### src/rtl/i2c_eeprom_arbiter.sv
// i2c_eeprom_arbiter: round-robin sharing of one I2C EEPROM byte controller between two
// requesters, with a controller timeout and an EEPROM write-cycle hold-off after good writes.
module i2c_eeprom_arbiter #(
   parameter logic [6:0] DEV_ADDR       = 7'h50,
   parameter int         TIMEOUT_CYCLES = 16384,
   parameter int         TWR_CYCLES     = 250000
) (
   input  logic        clk,
   input  logic        rst_n,
   input  logic        req0_i,
   input  logic        req1_i,
   input  logic        we0_i,
   input  logic        we1_i,
   input  logic [15:0] addr0_i,
   input  logic [15:0] addr1_i,
   input  logic [7:0]  wdata0_i,
   input  logic [7:0]  wdata1_i,
   output logic        done0_o,
   output logic        done1_o,
   output logic        err_o,
   output logic [7:0]  rdata_o,
   output logic        busy_o,
   output logic        i2c_start_o,
   output logic        rd_flag_o,
   output logic [7:0]  wr_dev_o,
   output logic [7:0]  rd_dev_o,
   output logic [7:0]  addh_o,
   output logic [7:0]  addl_o,
   output logic [7:0]  wr_data_o,
   input  logic        i2c_done_i,
   input  logic [7:0]  i2c_rdata_i
);

   // One counter serves both the WAIT timeout and the RECOVER hold-off, so size it for the larger.
   localparam int MAX_CYCLES = (TIMEOUT_CYCLES > TWR_CYCLES) ? TIMEOUT_CYCLES : TWR_CYCLES;
   localparam int CNT_W      = (MAX_CYCLES > 1) ? $clog2(MAX_CYCLES) : 1;
   localparam logic [CNT_W-1:0] TO_LAST  = CNT_W'(TIMEOUT_CYCLES - 1);
   localparam logic [CNT_W-1:0] TWR_LAST = CNT_W'(TWR_CYCLES - 1);

   typedef enum logic [2:0] {S_IDLE, S_START, S_WAIT, S_RESP, S_RECOVER} state_t;

   state_t           state_q;
   logic             last_grant_q;
   logic             gnt_port_q;
   logic [CNT_W-1:0] cnt_q;
   logic             done0_q, done1_q, err_q, busy_q, i2c_start_q, rd_flag_q;
   logic [7:0]       rdata_q, addh_q, addl_q, wr_data_q;

   logic             gnt_vld_d;
   logic             gnt_port_d;
   logic             sel_we_d;
   logic [15:0]      sel_addr_d;
   logic [7:0]       sel_wdata_d;

   // Round-robin choice: a lone request wins outright, contention goes to the port not served last.
   always_comb begin
      gnt_vld_d  = req0_i | req1_i;
      gnt_port_d = 1'b0;
      if (req0_i && req1_i) begin
         gnt_port_d = ~last_grant_q;
      end else if (req1_i) begin
         gnt_port_d = 1'b1;
      end
      sel_we_d    = gnt_port_d ? we1_i    : we0_i;
      sel_addr_d  = gnt_port_d ? addr1_i  : addr0_i;
      sel_wdata_d = gnt_port_d ? wdata1_i : wdata0_i;
   end

   // Transaction sequencer: grant, start pulse, wait/timeout, response pulse, write recovery.
   always_ff @(posedge clk or negedge rst_n) begin
      if (!rst_n) begin
         state_q      <= S_IDLE;
         last_grant_q <= 1'b1;
         gnt_port_q   <= 1'b0;
         cnt_q        <= '0;
         done0_q      <= 1'b0;
         done1_q      <= 1'b0;
         err_q        <= 1'b0;
         busy_q       <= 1'b0;
         i2c_start_q  <= 1'b0;
         rd_flag_q    <= 1'b0;
         rdata_q      <= 8'h00;
         addh_q       <= 8'h00;
         addl_q       <= 8'h00;
         wr_data_q    <= 8'h00;
      end else begin
         case (state_q)
            S_IDLE: begin
               if (gnt_vld_d) begin
                  state_q      <= S_START;
                  busy_q       <= 1'b1;
                  i2c_start_q  <= 1'b1;
                  gnt_port_q   <= gnt_port_d;
                  last_grant_q <= gnt_port_d;
                  rd_flag_q    <= ~sel_we_d;
                  addh_q       <= sel_addr_d[15:8];
                  addl_q       <= sel_addr_d[7:0];
                  wr_data_q    <= sel_wdata_d;
               end
            end
            S_START: begin
               i2c_start_q <= 1'b0;
               cnt_q       <= '0;
               state_q     <= S_WAIT;
            end
            S_WAIT: begin
               // A completion on the terminal-count cycle still counts as success.
               if (i2c_done_i) begin
                  if (rd_flag_q) begin
                     rdata_q <= i2c_rdata_i;
                  end
                  err_q   <= 1'b0;
                  done0_q <= ~gnt_port_q;
                  done1_q <= gnt_port_q;
                  state_q <= S_RESP;
               end else if (cnt_q == TO_LAST) begin
                  err_q   <= 1'b1;
                  done0_q <= ~gnt_port_q;
                  done1_q <= gnt_port_q;
                  state_q <= S_RESP;
               end else begin
                  cnt_q <= cnt_q + CNT_W'(1);
               end
            end
            S_RESP: begin
               // Requests are not looked at here, giving the requester one edge to drop req.
               done0_q <= 1'b0;
               done1_q <= 1'b0;
               cnt_q   <= '0;
               if (!rd_flag_q && !err_q) begin
                  state_q <= S_RECOVER;
               end else begin
                  state_q <= S_IDLE;
                  busy_q  <= 1'b0;
               end
            end
            S_RECOVER: begin
               if (cnt_q == TWR_LAST) begin
                  state_q <= S_IDLE;
                  busy_q  <= 1'b0;
               end else begin
                  cnt_q <= cnt_q + CNT_W'(1);
               end
            end
            default: begin
               state_q     <= S_IDLE;
               busy_q      <= 1'b0;
               i2c_start_q <= 1'b0;
            end
         endcase
      end
   end

   assign done0_o     = done0_q;
   assign done1_o     = done1_q;
   assign err_o       = err_q;
   assign rdata_o     = rdata_q;
   assign busy_o      = busy_q;
   assign i2c_start_o = i2c_start_q;
   assign rd_flag_o   = rd_flag_q;
   assign wr_dev_o    = {DEV_ADDR, 1'b0};
   assign rd_dev_o    = {DEV_ADDR, 1'b1};
   assign addh_o      = addh_q;
   assign addl_o      = addl_q;
   assign wr_data_o   = wr_data_q;

endmodule
### config.mk
export PLATFORM = sky130hd
export DESIGN_NAME = i2c_eeprom_arbiter
export DESIGN_NICKNAME = d
export VERILOG_FILES = /design/src/rtl/i2c_eeprom_arbiter.sv
export SDC_FILE = /design/constraint.sdc
export NUM_CORES = 1
export LEC_CHECK = 0
export ABC_AREA = 1
export CORE_MARGIN = 2
export CORE_UTILIZATION = 39
export DETAILED_ROUTE_END_ITERATION = 16
export HOLD_SLACK_MARGIN = 0.05
export PLACE_DENSITY_LB_ADDON = 0.05
export SLEW_MARGIN = 10
export SYNTH_ARGS = -nofsm -noshare
export SYNTH_HDL_FRONTEND = slang
export SYNTH_SLANG_ARGS = --single-unit
### constraint.sdc
create_clock -name clk -period 2.12 [get_ports clk]
set_input_delay 0.424 -clock clk [delete_from_list [all_inputs] [get_ports clk]]
set_output_delay 0.424 -clock clk [all_outputs]
set_load 0.02 [all_outputs]
* After elaboration in Yosys (flattened, before gate mapping)
Cells that the tools add are included.
** Operators by class
- Add/subtract/negate cells :: 1
- Equal/unequal tests :: 13
- Mux-type cells :: 28
- Bitwise operators :: 6
- Reductions and logical operators :: 19
** Operator list (count)
- $mux 18 :: 3
- $pmux 18 s3 :: 1
- $add 18x1->18 const B :: 1
- $eq 18x14->1 const B :: 1
- $eq 18x18->1 const B :: 1
- $mux 16 :: 1
- $mux 3 :: 5
- $pmux 3 s5 :: 1
- $mux 1 :: 12
- $ne 2x2->1 const B :: 6
- $mux 8 :: 1
- $reduce_and 2->1 :: 4
- $reduce_and 4->1 :: 2
- $eq 3x2->1 const B :: 2
- $pmux 1 s2 :: 3
- $reduce_and 3->1 :: 2
- $not 1->1 :: 5
- $pmux 1 s4 :: 1
- $reduce_bool 2->1 :: 2
- $reduce_or 2->1 :: 2
- $eq 3x1->1 const B :: 1
- $eq 3x3->1 const B :: 1
- $logic_not 3->1 :: 1
- $ne 3x3->1 const B :: 1
- 5 further kinds :: 7
** Word-level totals
- Flip-flop bits (word level) :: 61
- Input bits :: 63
- Output and inout bits :: 54

* Depth between registers and ports, before layout
- Depth after elaboration :: 4
- Mapped depth :: 11
- Depth with buffers taken out :: 10

* Least setup slack after synthesis
Ideal clock, no wire load.
- Kind :: register -> register
- Start :: register cnt_q[0]
- End :: register cnt_q[5]
- Library setup time :: 0.116 ns
- Arrival :: 1.489 ns
- Setup slack :: 0.515 ns
- Stages on the path, launching flop included :: 12
- Period minus slack after synthesis :: 1.605 ns
- Cells stage by stage :: dfrtp_1 -> ha_1 -> nand2_1 -> nor2_4 -> nand2_4 -> nor2_4 -> nand2_4 -> nor2_8 -> nor2_8 -> buf_12 -> nand2_2 -> nand2_1
** On the way
- Cells in the longest elaborated chain, start to end :: 4
- Elaborated cells on any way between the ends :: 10
- Classes of those cells :: 1 x add/sub; 4 x eq/ne; 4 x mux; 1 x reduce/logical
** RTL lines
- from (decl) :: RTL line 45 : logic [CNT_W-1:0] cnt_q;
- from (signal assigned) :: RTL line 122 : cnt_q <= cnt_q + CNT_W'(1);
- from (signal assigned) :: RTL line 142 : cnt_q <= cnt_q + CNT_W'(1);
- $add 18x1->18 :: RTL line 122, 142
- $mux 18 :: RTL line 116 : end else if (cnt_q == TO_LAST) begin
- $mux 18 :: RTL line 108 : if (i2c_done_i) begin
- $pmux 18 s3 :: RTL line 87 : case (state_q)
Parallel ways exist; a longest one is shown, timed or not. The select of a mux whose other input is x is not followed.
A chain may end at the register's enable or synchronous reset.

* Worst setup path after layout
- Start :: register err_q (netlist: err_o)
- End :: output err_o
** RTL lines
- from (decl) :: RTL line 46 : logic done0_q, done1_q, err_q, busy_q, i2c_start_q, rd_flag_q;
- from (signal assigned) :: RTL line 78 : err_q <= 1'b0;
- from (signal assigned) :: RTL line 112 : err_q <= 1'b0;
- from (signal assigned) :: RTL line 117 : err_q <= 1'b1;
- to (decl) :: RTL line 20 : output logic err_o,
No word-level cell between the ends.

==> impl_metrics.csv <==
group,metric,value,unit
detailed_routing,via_per_inst,4.74,
critical_path,r2r-end,"cnt_q[13]$_DFFE_PN0P_",
grt,antenna_found_initial,0,
min_path,worst_hold_startpoint,"gnt_port_q$_DFFE_PN0P_",
placement,place_congestion,0.823,
min_path,worstHoldEndpoint,"done0_o$_DFFE_PN0P_",
cells_and_area,num-nets-final,624,
sta,fmax,559,MHz
critical_path,worstSetupEndpointType,"primary output",
critical_path,cp_max_fo,3,
detailed_routing,dr.pass1.iters,5,
critical_path,r2r-start,"cnt_q[0]$_DFFE_PN0P_",
synth,ys_seq_area_share,44.4,%
sta,worst_slack,0.331,ns
synth,ys_seq_elements,61,
sta,hold_viol,0,
placement,place_inst,656,
critical_path,arrival,1.36,ns
clock_network,cts_buffer_depth,2,
cells_and_area,final_cell_mix,"nand2_1, clkdlybuf4s50_1, nor2_1, dfrtp_1, o21ai_0",
critical_path,crit_buf_inv,1,
cells_and_area,area_delta_synth_final,37.4,%
power,powerDensity,1260,nW/um2
clock_network,worstSkewPairLatency,0.33,ns
floorplan,dieHeight,97.9,um
outcome,status,"finished clean",
job,cap_violations,0,
clock_network,clk_pin_slew,0.07,ns
floorplan,io_pins,117,
grt,grt_pass1_vias,3218,
critical_path,crit_chain,"clkdlybuf4s50_1",
clock_network,cts_setup_buffers,0,
critical_path,start_kind,"flop",
sta,rsz0062_at_grt,"false",
sta,finalSetupViolCount,0,
grt,overflow,0,
sta,fin_crit,1.79,ns
synth,yosys.cell_types.count,35,
sta,fin_crit_sh,84.4,%
cells_and_area,drive_gt1_share,11.2,%
cells_and_area,final_common_cell,"nand2_1",
detailed_routing,drt-total-wl,8800,um
placement,post-place-ws,0.207,ns
cells_and_area,instances_no_fill,672,
clock_network,clockRootBuffer,"clkbuf_8",
critical_path,reg2reg_depth,9,
synth,syn_area,3440,um2
power,leakage,2.21,nW
floorplan,dieArea,9580,um2
clock_network,tritoncts,"done",
sta,finClkSkew,0.00719,ns
placement,io_buffers,100,
min_path,worstHoldPathType,"reg -> reg",
grt,grt.total_usage,19.2,%
placement,dp_hpwl,6530,um
min_path,hold_depth,1,
grt,grt_max_degree,45,
sta,finalSetupTns,0,ns
cells_and_area,antennaDiodeCount,0,
floorplan,start_util,39.8,%
critical_path,crit_slowest_cell,"clkdlybuf4s50_1",
detailed_routing,wl_per_cell,13.1,um
critical_path,cp.required,1.70,ns
power,ir_drop,579,uV
clock_network,clock_sinks,61,
critical_path,max_stage_delay,0.66,ns
cells_and_area,design_area,4720,um2
sta,slew_viol_final,0,
grt,grt_pass1_wl,15000,um
clock_network,cts_max_level,3,
detailed_routing,drc_errors,0,
detailed_routing,num_vias,3186,
synth,ys_warn_count,0,
floorplan,coreArea,8640,um2
critical_path,reg2reg_slack,0.38,ns
clock_network,cts_buffers,9,
detailed_routing,antenna_left,0,
detailed_routing,drt_iter0_markers,89,
critical_path,path_class,"reg -> out",
synth,syn_avg_cell_area,7.60,um2
cells_and_area,n_fill_cell,850,
synth,synthCells,452,
critical_path,path_delay_family,"buffers and inverters",
placement,placed_area,4510,um2
floorplan,die_w,97.9,um
floorplan,std_cell_rows,34,
-- worst max-delay path by stage --
| stage | cells past startpoint | slack [ns] | to | start |
|---|---|---|---|---|
| after CTS | 1 | 0.32 | err_o | err_o$_DFFE_PN0P_ |
| after detailed placement | 6 | 0.21 | wr_data_o[7]$_DFFE_PN0P_ | req0_i |
| after global placement | 6 | 0.30 | wr_data_o[6]$_DFFE_PN0P_ | req0_i |
| after floorplan | 11 | 0.51 | cnt_q[5]$_DFFE_PN0P_ | cnt_q[0]$_DFFE_PN0P_ |
| final | 1 | 0.33 | err_o | err_o$_DFFE_PN0P_ |
| after global routing | 9 | 0.19 | cnt_q[12]$_DFFE_PN0P_ | cnt_q[0]$_DFFE_PN0P_ |
-- power breakdown --
group | internal [mW] | total [mW] | switching, mW
combinational | 1.22 | 3.02 | 1.80
clock | 0.597 | 1.07 | 0.470
sequential | 1.60 | 1.87 | 0.278
total | 3.41 | 5.96 | 2.55
-- final cells by class --
| type | count | area [um2] | share of cell area (%) |
|---|---|---|---|
| clock buffers | 11 | 151 | 3.21 |
| repair buffers | 111 | 1090 | 23.2 |
| clock inverters | 4 | 47.5 | 1.01 |
| well taps | 108 | 135 | 2.86 |
| flip-flops and latches | 61 | 1530 | 32.4 |
| multi-input cells | 345 | 1650 | 34.9 |
| inverters | 32 | 120 | 2.54 |
-- flip-flops by register name, summed over array words and instances, names as in the netlist, 3 cells and up --
register   cells
cnt_q         18
addl_o         8
rdata_o        8
wr_data_o      8
state_q        3
addh_o         8
-- Yosys cell counts, drive strengths merged --
master / instances / area share, %
clkinv: 1 / 0.11
nor2: 69 / 9.6
buf: 22 / 5.0
clkbuf: 6 / 0.69
xor2: 2 / 0.51
nor3: 6 / 1.2
conb: 2 / 0.22
dfstp: 1 / 0.76
nand4: 5 / 0.91
o21bai: 1 / 0.22
ha: 1 / 0.36
inv: 31 / 3.4
nand3: 23 / 4.0
o21ai: 60 / 8.7
o21a: 2 / 0.44
dfrtp: 60 / 44
o22a: 1 / 0.25
nand2: 152 / 19
a21oi: 7 / 1.3
-- logic make-up (layout without fill, tap and decap cells) --
logic type / Yosys count / in the layout / synth area share, %
XOR/XNOR: 2 / 2 / 0.510
AND/OR/NAND/NOR: 255 / 255 / 34.3
buffers and inverters: 60 / 158 / 9.17
AO/OA/AOI/OAI: 71 / 71 / 11.0
flip-flops: 61 / 61 / 44.4
adder cells (fa/ha/maj): 1 / 1 / 0.364
other: 2 / 16 / 0.219
-- per-layer routing --
layer,part of all wire (%),track usage [%]
met1,43,23.8
met4,1.5,6.73
met2,49,32.0
met3,6.6,5.73
met5,0,0
-- per-stage QoR --
step / hold slack (ns) / power, mW / util, %
3_5_place_dp: 0.398 / 4.95 / 52.3
4_1_cts: 0.459 / 6.05 / 54.7
3_3_place_gp: 0.398 / 4.90 / 52.3
6_report: 0.459 / 5.96 / 54.7
2_1_floorplan: 0.128 / 3.76 / -
5_1_grt: 0.500 / 6.42 / 54.7
-- worst reg2reg max path, delay by kind of cell (launching register included) --
family	cells	cell delay, ns
flip-flops	1	0.39
AND/OR/NAND/NOR	8	1.07
adder cells (fa/ha/maj)	1	0.22
-- timing repair --
| action | 4_1_cts | 5_1_grt |
|---|---|---|
| endpoints found under the hold margin | 17 | 0 |
| hold buffers | 1 | 0 |
| gates resized for setup | 0 | 0 |
No activity file was read; power rests on OpenSTA's default activity.
